$ cat config.mk
export PLATFORM = sky130hd
export DESIGN_NAME = display_sequencer
export DESIGN_NICKNAME = d
export VERILOG_FILES = /design/src/rtl/display_sequencer.sv
export SDC_FILE = /design/constraint.sdc
export NUM_CORES = 1
export LEC_CHECK = 0
export ABC_AREA = 1
export BUFFER_PORTS_ARGS = -buffer_cell sky130_fd_sc_hd__buf_4
export CELL_PAD_IN_SITES_DETAIL_PLACEMENT = 1
export CELL_PAD_IN_SITES_GLOBAL_PLACEMENT = 2
export CORE_MARGIN = 3
export CORE_UTILIZATION = 36
export DETAILED_ROUTE_END_ITERATION = 10
export HOLD_SLACK_MARGIN = 0.1
export PLACE_DENSITY_LB_ADDON = 0.12
export SYNTH_ARGS = -nofsm -noshare
export SYNTH_HDL_FRONTEND = slang
export SYNTH_SLANG_ARGS = --single-unit
$ cat constraint.sdc
create_clock -name clk -period 4.8 [get_ports clk]
set_input_delay 0 -clock clk [delete_from_list [all_inputs] [get_ports clk]]
set_output_delay 0 -clock clk [all_outputs]
set_load 0.01 [all_outputs]
$ cat src/rtl/display_sequencer.sv
// Two-digit octal display sequencer.
// Holds a 4-bit value that is either loaded from switches, counted up or down
// at a slow step rate, or frozen, selected by a button-driven mode FSM. The
// value is exported as a one-hot code to an external octal decoder, and the
// two returned segment patterns are time-multiplexed onto one segment bus.
module display_sequencer #(
  parameter int STEP_DIV    = 50000000,
  parameter int REFRESH_DIV = 50000
) (
  input  logic        clk,
  input  logic        rst,
  input  logic [3:0]  sw,
  input  logic        btn_mode,
  input  logic [6:0]  seg_lo,
  input  logic [6:0]  seg_hi,
  output logic [15:0] onehot,
  output logic [6:0]  seg,
  output logic [1:0]  an,
  output logic [1:0]  mode,
  output logic [3:0]  value
);

  localparam int STEP_W = $clog2(STEP_DIV);
  localparam int REF_W  = $clog2(REFRESH_DIV);
  localparam logic [STEP_W-1:0] STEP_MAX = STEP_W'(STEP_DIV - 1);
  localparam logic [REF_W-1:0]  REF_MAX  = REF_W'(REFRESH_DIV - 1);

  typedef enum logic [1:0] {
    MANUAL    = 2'd0,
    AUTO_UP   = 2'd1,
    AUTO_DOWN = 2'd2,
    HOLD      = 2'd3
  } mode_t;

  mode_t              r_mode;
  mode_t              w_mode_nxt;
  logic               r_sync0;
  logic               r_sync1;
  logic               r_sync_d;
  logic [1:0]         r_vld;
  logic               r_armed;
  logic               w_adv;
  logic [STEP_W-1:0]  r_step;
  logic [STEP_W-1:0]  w_step_nxt;
  logic               w_auto;
  logic               w_tick;
  logic [3:0]         r_value;
  logic [3:0]         w_value_nxt;
  logic [REF_W-1:0]   r_ref;
  logic               r_sel;
  logic [6:0]         r_seg;
  logic [1:0]         r_an;

  // Button synchronizer and rising-edge detector. r_vld marks when r_sync1
  // holds a real sample (not the reset value); the detector is only armed once
  // such a real sample has been low, so a button held through reset is ignored.
  always_ff @(posedge clk or posedge rst) begin
    if (rst) begin
      r_sync0  <= 1'b0;
      r_sync1  <= 1'b0;
      r_sync_d <= 1'b0;
      r_vld    <= 2'b00;
      r_armed  <= 1'b0;
    end else begin
      r_sync0  <= btn_mode;
      r_sync1  <= r_sync0;
      r_sync_d <= r_sync1;
      r_vld    <= {r_vld[0], 1'b1};
      if (r_vld[1] && !r_sync1) begin
        r_armed <= 1'b1;
      end
    end
  end

  assign w_adv  = r_sync1 && !r_sync_d && r_armed;
  assign w_auto = (r_mode == AUTO_UP) || (r_mode == AUTO_DOWN);
  assign w_tick = w_auto && (r_step == STEP_MAX);

  // Mode, step counter and value registers.
  always_ff @(posedge clk or posedge rst) begin
    if (rst) begin
      r_mode  <= MANUAL;
      r_step  <= '0;
      r_value <= 4'd0;
    end else begin
      r_mode  <= w_mode_nxt;
      r_step  <= w_step_nxt;
      r_value <= w_value_nxt;
    end
  end

  // Next-state logic: a mode advance always wins over a coincident step tick,
  // and clears the step counter so a new AUTO state waits a full period.
  always_comb begin
    w_mode_nxt  = r_mode;
    w_value_nxt = r_value;
    w_step_nxt  = '0;
    case (r_mode)
      MANUAL: begin
        w_value_nxt = sw;
        if (w_adv) w_mode_nxt = AUTO_UP;
      end
      AUTO_UP: begin
        if (w_adv) begin
          w_mode_nxt = AUTO_DOWN;
        end else if (w_tick) begin
          w_value_nxt = r_value + 4'd1;
        end else begin
          w_step_nxt = r_step + STEP_W'(1);
        end
      end
      AUTO_DOWN: begin
        if (w_adv) begin
          w_mode_nxt = HOLD;
        end else if (w_tick) begin
          w_value_nxt = r_value - 4'd1;
        end else begin
          w_step_nxt = r_step + STEP_W'(1);
        end
      end
      HOLD: begin
        if (w_adv) w_mode_nxt = MANUAL;
      end
      default: begin
        w_mode_nxt = MANUAL;
      end
    endcase
  end

  // Free-running refresh counter toggling the digit select; mode-independent.
  always_ff @(posedge clk or posedge rst) begin
    if (rst) begin
      r_ref <= '0;
      r_sel <= 1'b0;
    end else if (r_ref == REF_MAX) begin
      r_ref <= '0;
      r_sel <= ~r_sel;
    end else begin
      r_ref <= r_ref + REF_W'(1);
    end
  end

  // Registered digit enables and shared segment bus; both digits off in reset.
  always_ff @(posedge clk or posedge rst) begin
    if (rst) begin
      r_an  <= 2'b11;
      r_seg <= 7'h7F;
    end else if (r_sel) begin
      r_an  <= 2'b01;
      r_seg <= seg_hi;
    end else begin
      r_an  <= 2'b10;
      r_seg <= seg_lo;
    end
  end

  assign onehot = 16'd1 << r_value;
  assign seg    = r_seg;
  assign an     = r_an;
  assign mode   = r_mode;
  assign value  = r_value;

endmodule
Yosys cells after proc, flatten, opt, wreduce, memory -nomap -nowiden --
Index checks and enable logic that the tools add are counted. Widths: inputs -> output; s select.
Storage, ports and cells: register bits 64, latch bits 0, bits in writable memories 0, bits in read-only memories 0, input bits 21, output and inout port bits 31, memories kept 0
Cells by class: add/subtract/negate cells 4, $mul 0, divide/modulo/power cells 0, $lt $le $gt $ge 0, equality and inequality tests 13, shift-type cells 1, multiplexer cells 16, bitwise operators 1, reductions and logical operators 12
Operator list (count):
- $mux 26 | 3
- $add 26x1->26 const B | 1
- $eq 26x26->1 const B | 1
- $add 16x1->16 const B | 1
- $eq 16x16->1 const B | 1
- $mux 16 | 1
- $mux 4 | 4
- $ne 2x2->1 const B | 8
- $shl 1x4->16 const A | 1
- $pmux 4 s3 | 1
- $mux 2 | 5
- $pmux 2 s4 | 1
- $mux 7 | 1
- $reduce_and 5->1 | 1
- $add 4x1->4 const B | 1
- $eq 2x2->1 const B | 2
- $logic_and 1x1->1 | 4
- $reduce_and 4->1 | 1
- $sub 4x1->4 const B | 1
- $reduce_bool 3->1 | 1
- $eq 2x1->1 const B | 1
- $logic_not 1->1 | 2
- $logic_not 2->1 | 1
- $reduce_or 2->1 | 1
- 2 further kinds | 2

Depth between registers and ports, before layout --
depth after elaboration 6, gate-level depth with buffers 11, mapped depth without buffers 11

Least setup slack after synthesis --
OpenSTA, ideal clock, no wires.
path kind register to register, start register r_mode[0], in the netlist mode[0], end register r_value[3], in the netlist value[3], library setup time 0.117 ns, arrival 1.591 ns, path slack 3.093 ns, cell stages (with the launch flop) 10, path buffers 0, path through dfrtp_1 inv_1 ha_1 ha_1 a21oi_1 nand3_1 nand3_1 nand2_1 nand3_1 nand2_1
Between the ends: cells in the longest elaborated chain, start to end 5, elaborated cells on any way between the ends 12
Ends and longest elaborated chain:
- start, declared | line 35 | mode_t r_mode;
- start signal, assigned | line 86 | r_mode <= w_mode_nxt;
- $eq 2x1->1 or $eq 2x2->1 (tied branches) | line 76, 98
- $logic_or 1x1->1 | line 76 | assign w_auto = (r_mode == AUTO_UP) || (r_mode == AUTO_DOWN);
- $logic_and 1x1->1 | line 77 | assign w_tick = w_auto && (r_step == STEP_MAX);
- $ne 2x2->1 (no source line)
- $reduce_and 5->1 (no source line)
- end signal, assigned | line 88 | r_value <= w_value_nxt;
- end, declared | line 47 | logic [3:0] r_value;
Parallel ways exist; a longest one is shown, timed or not. A chain may end at the register's enable or synchronous reset.

Final worst setup path --
start register r_mode[0], in the netlist mode[0], end register r_step[23]
Between the ends: cells in the longest elaborated chain, start to end 6, elaborated cells on any way between the ends 8
Ends and longest elaborated chain:
- $eq 2x1->1 or $eq 2x2->1 (tied branches) | line 76, 98
- $logic_or 1x1->1 | line 76
- $logic_and 1x1->1 | line 77
- $mux 26 | line 106, 115
- $mux 26 | line 113 | if (w_adv) begin
- $mux 26 *
- named net w_step_nxt[23] | line 44 | logic [STEP_W-1:0] w_step_nxt;
- end signal, assigned | line 87 | r_step <= w_step_nxt;
- end, declared | line 43 | logic [STEP_W-1:0] r_step;
Mark *: on every way through the listed nets, which the timed path passes. The rest lies on a longest branch.

==> flow_summary_export.csv <==
group,metric,value,unit
worst_setup_path,endpoint_kind,"register",
yosys,yosys.area.top_type,"dfrtp_1",
worst_setup_path,path_class,"register to register",
yosys,synth_ff_type,"dfrtp_1",
global_routing,grt_pass1_vias,3310,
clock_network,clk_pin_slew,0.07,ns
final_layout,nFillCells,1217,
worst_setup_path,startpoint_type,"register",
yosys,synth_top_area_share,39.0,%
yosys,yosysSeqAreaShare,45.7,%
yosys,synth_fa_ha_area_share,4.11,%
yosys,syn-cell-area,3530,um^2
final_layout,diodes,0,
worst_setup_path,reg2regPathDepth,11,
detailed_routing,drt_first_pass_iters,4,
worst_setup_path,endpoint,"r_step[23]$_DFF_PP0_",
sta,clock_skew,0.00924,ns
final_layout,multi_input_area,1690,um^2
yosys,synth-simple-area-share,36.3,%
detailed_routing,vias_per_cell,4.80,
yosys,synthCells,446,
detailed_routing,drc,0,
clock_network,tritoncts,"done",
power_and_ir_drop,comb_power_share,34.5,%
final_layout,final_net_count,557,
sta,post-route-period-util,40.8,%
worst_setup_path,cp_common_cell,"nand2_1",
power_and_ir_drop,switching_share,37.1,%
detailed_routing,drtAntennaViolNets,0,
power_and_ir_drop,p_sw,0.636,mW
yosys,async_reset_ff_share,100,%
clock_network,clock_latency,0.34,ns
worst_setup_path,cpMaxStageDelayCell,"dfrtp_1",
clock_network,ctsResizeCount,0,
final_layout,area_growth,26.5,%
sta,fin_setup_tns,0,ns
worst_setup_path,r2r-end,"r_step[23]$_DFF_PP0_",
placement,gp_routability_congestion,0.783,
die,num_io_pins,52,
clock_network,numCtsBuffers,9,
clock_network,clock-sinks,64,
yosys,synth_cell_type_count,37,
yosys,syn_avg_cell_area,7.92,um^2
placement,dp_hpwl,6790,um
detailed_routing,drt_iter0_drc,98,
worst_setup_path,slowest_delay,0.42,ns
die,die_area,11000,um^2
sta,setup_viol_count_final,0,
sta,maxSlewViolCount,0,
worst_setup_path,r2r_start,"mode[0]$_DFFE_PP0P_",
detailed_routing,drt_wl_total,9290,um
yosys,synth_seq_cells,64,
worst_setup_path,r2r_slack,2.84,ns
power_and_ir_drop,power_density,384,nW/um^2
sta,final-hold-violation-count,0,
die,die_w,105,um
sta,tightest_slew,0.834,ns
power_and_ir_drop,p_clk_share,28.2,%
clock_network,post-cts-setup-buffers,0,
yosys,syn_nets,478,
clock_network,clk_path_buf_depth,2,
yosys,synth_compound_area_share,4.22,%
yosys,synthXorXnorAreaFrac,2.98,%
worst_setup_path,worst-path-max-fanout,19,
final_layout,seqCellArea,1610,um^2
clock_network,cts_root_buf,"clkbuf_8",
final_layout,drive_above_1_share,20.4,%
status,status,"completed",
power_and_ir_drop,ir_drop,0.186,mV
power_and_ir_drop,internal_power,1.08,mW
worst_setup_path,cp.arrival,2.18,ns
yosys,synth.area.top_cells,"dfrtp_1, nand2_1, nor2_1",
clock_network,htree_num_levels,3,
yosys,ys_warn_count,0,
die,rows,35,
die,core_area,9370,um^2
global_routing,overflow,0,
die,fp.dieH,105,um
worst_setup_path,critical_path_buf_inv_count,2,
worst_setup_path,worstPathRequired,5.02,ns
placement,port_buffers,51,
yosys,synth-edff-count,0,
detailed_routing,wl_per_cell,14.1,um
worst_setup_path,cp-startpoint,"mode[0]$_DFFE_PP0P_",
job,drv_cap,0,
worst_setup_path,cp_top_family,"simple AND/OR/NAND/NOR gates",
power_and_ir_drop,p_leak,2.18,nW
min_path,min_path_type,"input port to register",
worst_setup_path,crit_cells,11,
detailed_routing,via_count,3161,
yosys,synth_top_family_by_area,"simple AND/OR/NAND/NOR gates",
die,initial_core_util,37.7,%
global_routing,grt_usage,17.9,%
power_and_ir_drop,power_frac_seq,37.4,%
global_routing,antenna_found_initial,0,
sta,relSlewSlack,44.4,%
worst_setup_path,cp_cell_sequence,"inv_1 -> ha_1 -> nand2_1 -> nor2_1 -> nand2_1 -> nor2_1 -> nand2_1 -> nand2_4 -> inv_2 -> nand2_1 -> nor2_1",
global_routing,grt_max_degree,65,
sta,max_freq,0.511,GHz
global_routing,grt_pass1_wl,16000,um
sta,fin_crit,1.96,ns
yosys,synth_mux_area_share,0,%
final_layout,post-route-util,47.7,%
sta,rsz0062_at_grt,"false",
[worst min-delay path by stage]
| stage | from | endpoint | slack [ns] | depth (start not counted) |
|---|---|---|---|---|
| after CTS | btn_mode | r_sync0$_DFF_PP0_ | 0.32 | 2 |
| after global placement | btn_mode | r_sync0$_DFF_PP0_ | 0.11 | 1 |
| after floorplan | btn_mode | r_sync0$_DFF_PP0_ | 0.03 | 0 |
| after global routing | btn_mode | r_sync0$_DFF_PP0_ | 0.35 | 2 |
| after detailed placement | btn_mode | r_sync0$_DFF_PP0_ | 0.11 | 1 |
| final | btn_mode | r_sync0$_DFF_PP0_ | 0.35 | 2 |
[worst reg2reg max path, cell delays in order, from the launching register on]
cell and delay (ns):
dfrtp_1 0.42, inv_1 0.12, ha_1 0.35, nand2_1 0.07
nor2_1 0.10, nand2_1 0.06, nor2_1 0.13, nand2_1 0.10
nand2_4 0.22, inv_2 0.15, nand2_1 0.10, nor2_1 0.04
[Yosys cell counts, types with 2 or more instances]
cell	number
a21oi_1	11
a31oi_1	3
clkbuf_1	2
clkinv_1	3
dfrtp_1	55
dfstp_2	9
ha_1	10
inv_1	47
inv_2	6
nand2_1	100
nand2_2	8
nand3_1	36
nand4_1	9
nor2_1	75
nor2_2	5
nor2_4	3
nor2_8	2
nor3_1	17
nor3_4	2
nor3b_1	5
nor4_1	4
o21ai_0	9
xnor2_1	2
xor2_1	10
[cells by family (layout without fill, tap and decap cells)]
logic type      after synthesis  count (layout)
compound gates               27              27
xor+xnor                     12              12
fa+ha+maj                    11              11
buf+inv                      60             144
flops                        64              64
other cells                   1               1
simple gates                271             271
[routing by layer]
layer	vias to the layer above	routed length, um	global-route usage [%]
met5	-	0	0
met4	0	123	5.06
met3	12	246	3.09
met2	38	4440	30.0
met1	1528	4480	23.7
li1	1583	-	-
[power by group through the flow]
stage          clock network (mW)  registers [mW]  logic (mW)
6_report                    0.483           0.641       0.591
5_1_grt                     0.528           0.650       0.674
4_1_cts                     0.498           0.643       0.603
3_5_place_dp                    0           0.653       0.586
3_3_place_gp                    0           0.651       0.573
2_1_floorplan                   0           0.638       0.398
[timing repair]
action,in CTS,in global routing
hold buffers,20,0
endpoints found under the hold margin,67,0
setup endpoints to repair,0,0
[stage by stage]
step           hold WS (ns)  instance area [um^2]  power, mW  setup WS, ns  std cells
6_report              0.345                  4470       1.71          2.84        659
5_1_grt               0.345                  4470       1.85          2.61        659
4_1_cts               0.325                  4470       1.74          2.79        659
3_5_place_dp          0.113                  4060       1.24          2.81        623
3_3_place_gp          0.110                  4060       1.22          2.92        623
2_1_floorplan        0.0314                  3530       1.04          3.09        446
[registers in the layout, summed over array words and instances, names as in the netlist, 2 cells and up]
| name | count |
|---|---|
| r_vld | 2 |
| value | 4 |
| seg | 7 |
| mode | 2 |
| an | 2 |
| r_ref | 16 |
| r_step | 26 |
[placed cells by master (no fill, tap or decap), types with 7 or more instances in the layout]
master and instances:
a21oi_1 11, buf_4 52, clkbuf_8 11, dfrtp_1 55
dfstp_2 9, dlygate4sd3_1 20, ha_1 10, inv_1 46
inv_2 7, nand2_1 100, nand2_2 8, nand3_1 36
nand4_1 9, nor2_1 75, nor3_1 17, o21ai_0 9
xor2_1 10
[final cells by class]
type / instances / share of cell area [%]
inverter: 56 / 4.71
clock inverter: 5 / 1.23
clock buffer: 11 / 3.39
multi-input combinational: 322 / 37.7
tap: 129 / 3.61
timing repair buffer: 72 / 13.2
sequential: 64 / 36.1
(Power assumes the default switching activity.)
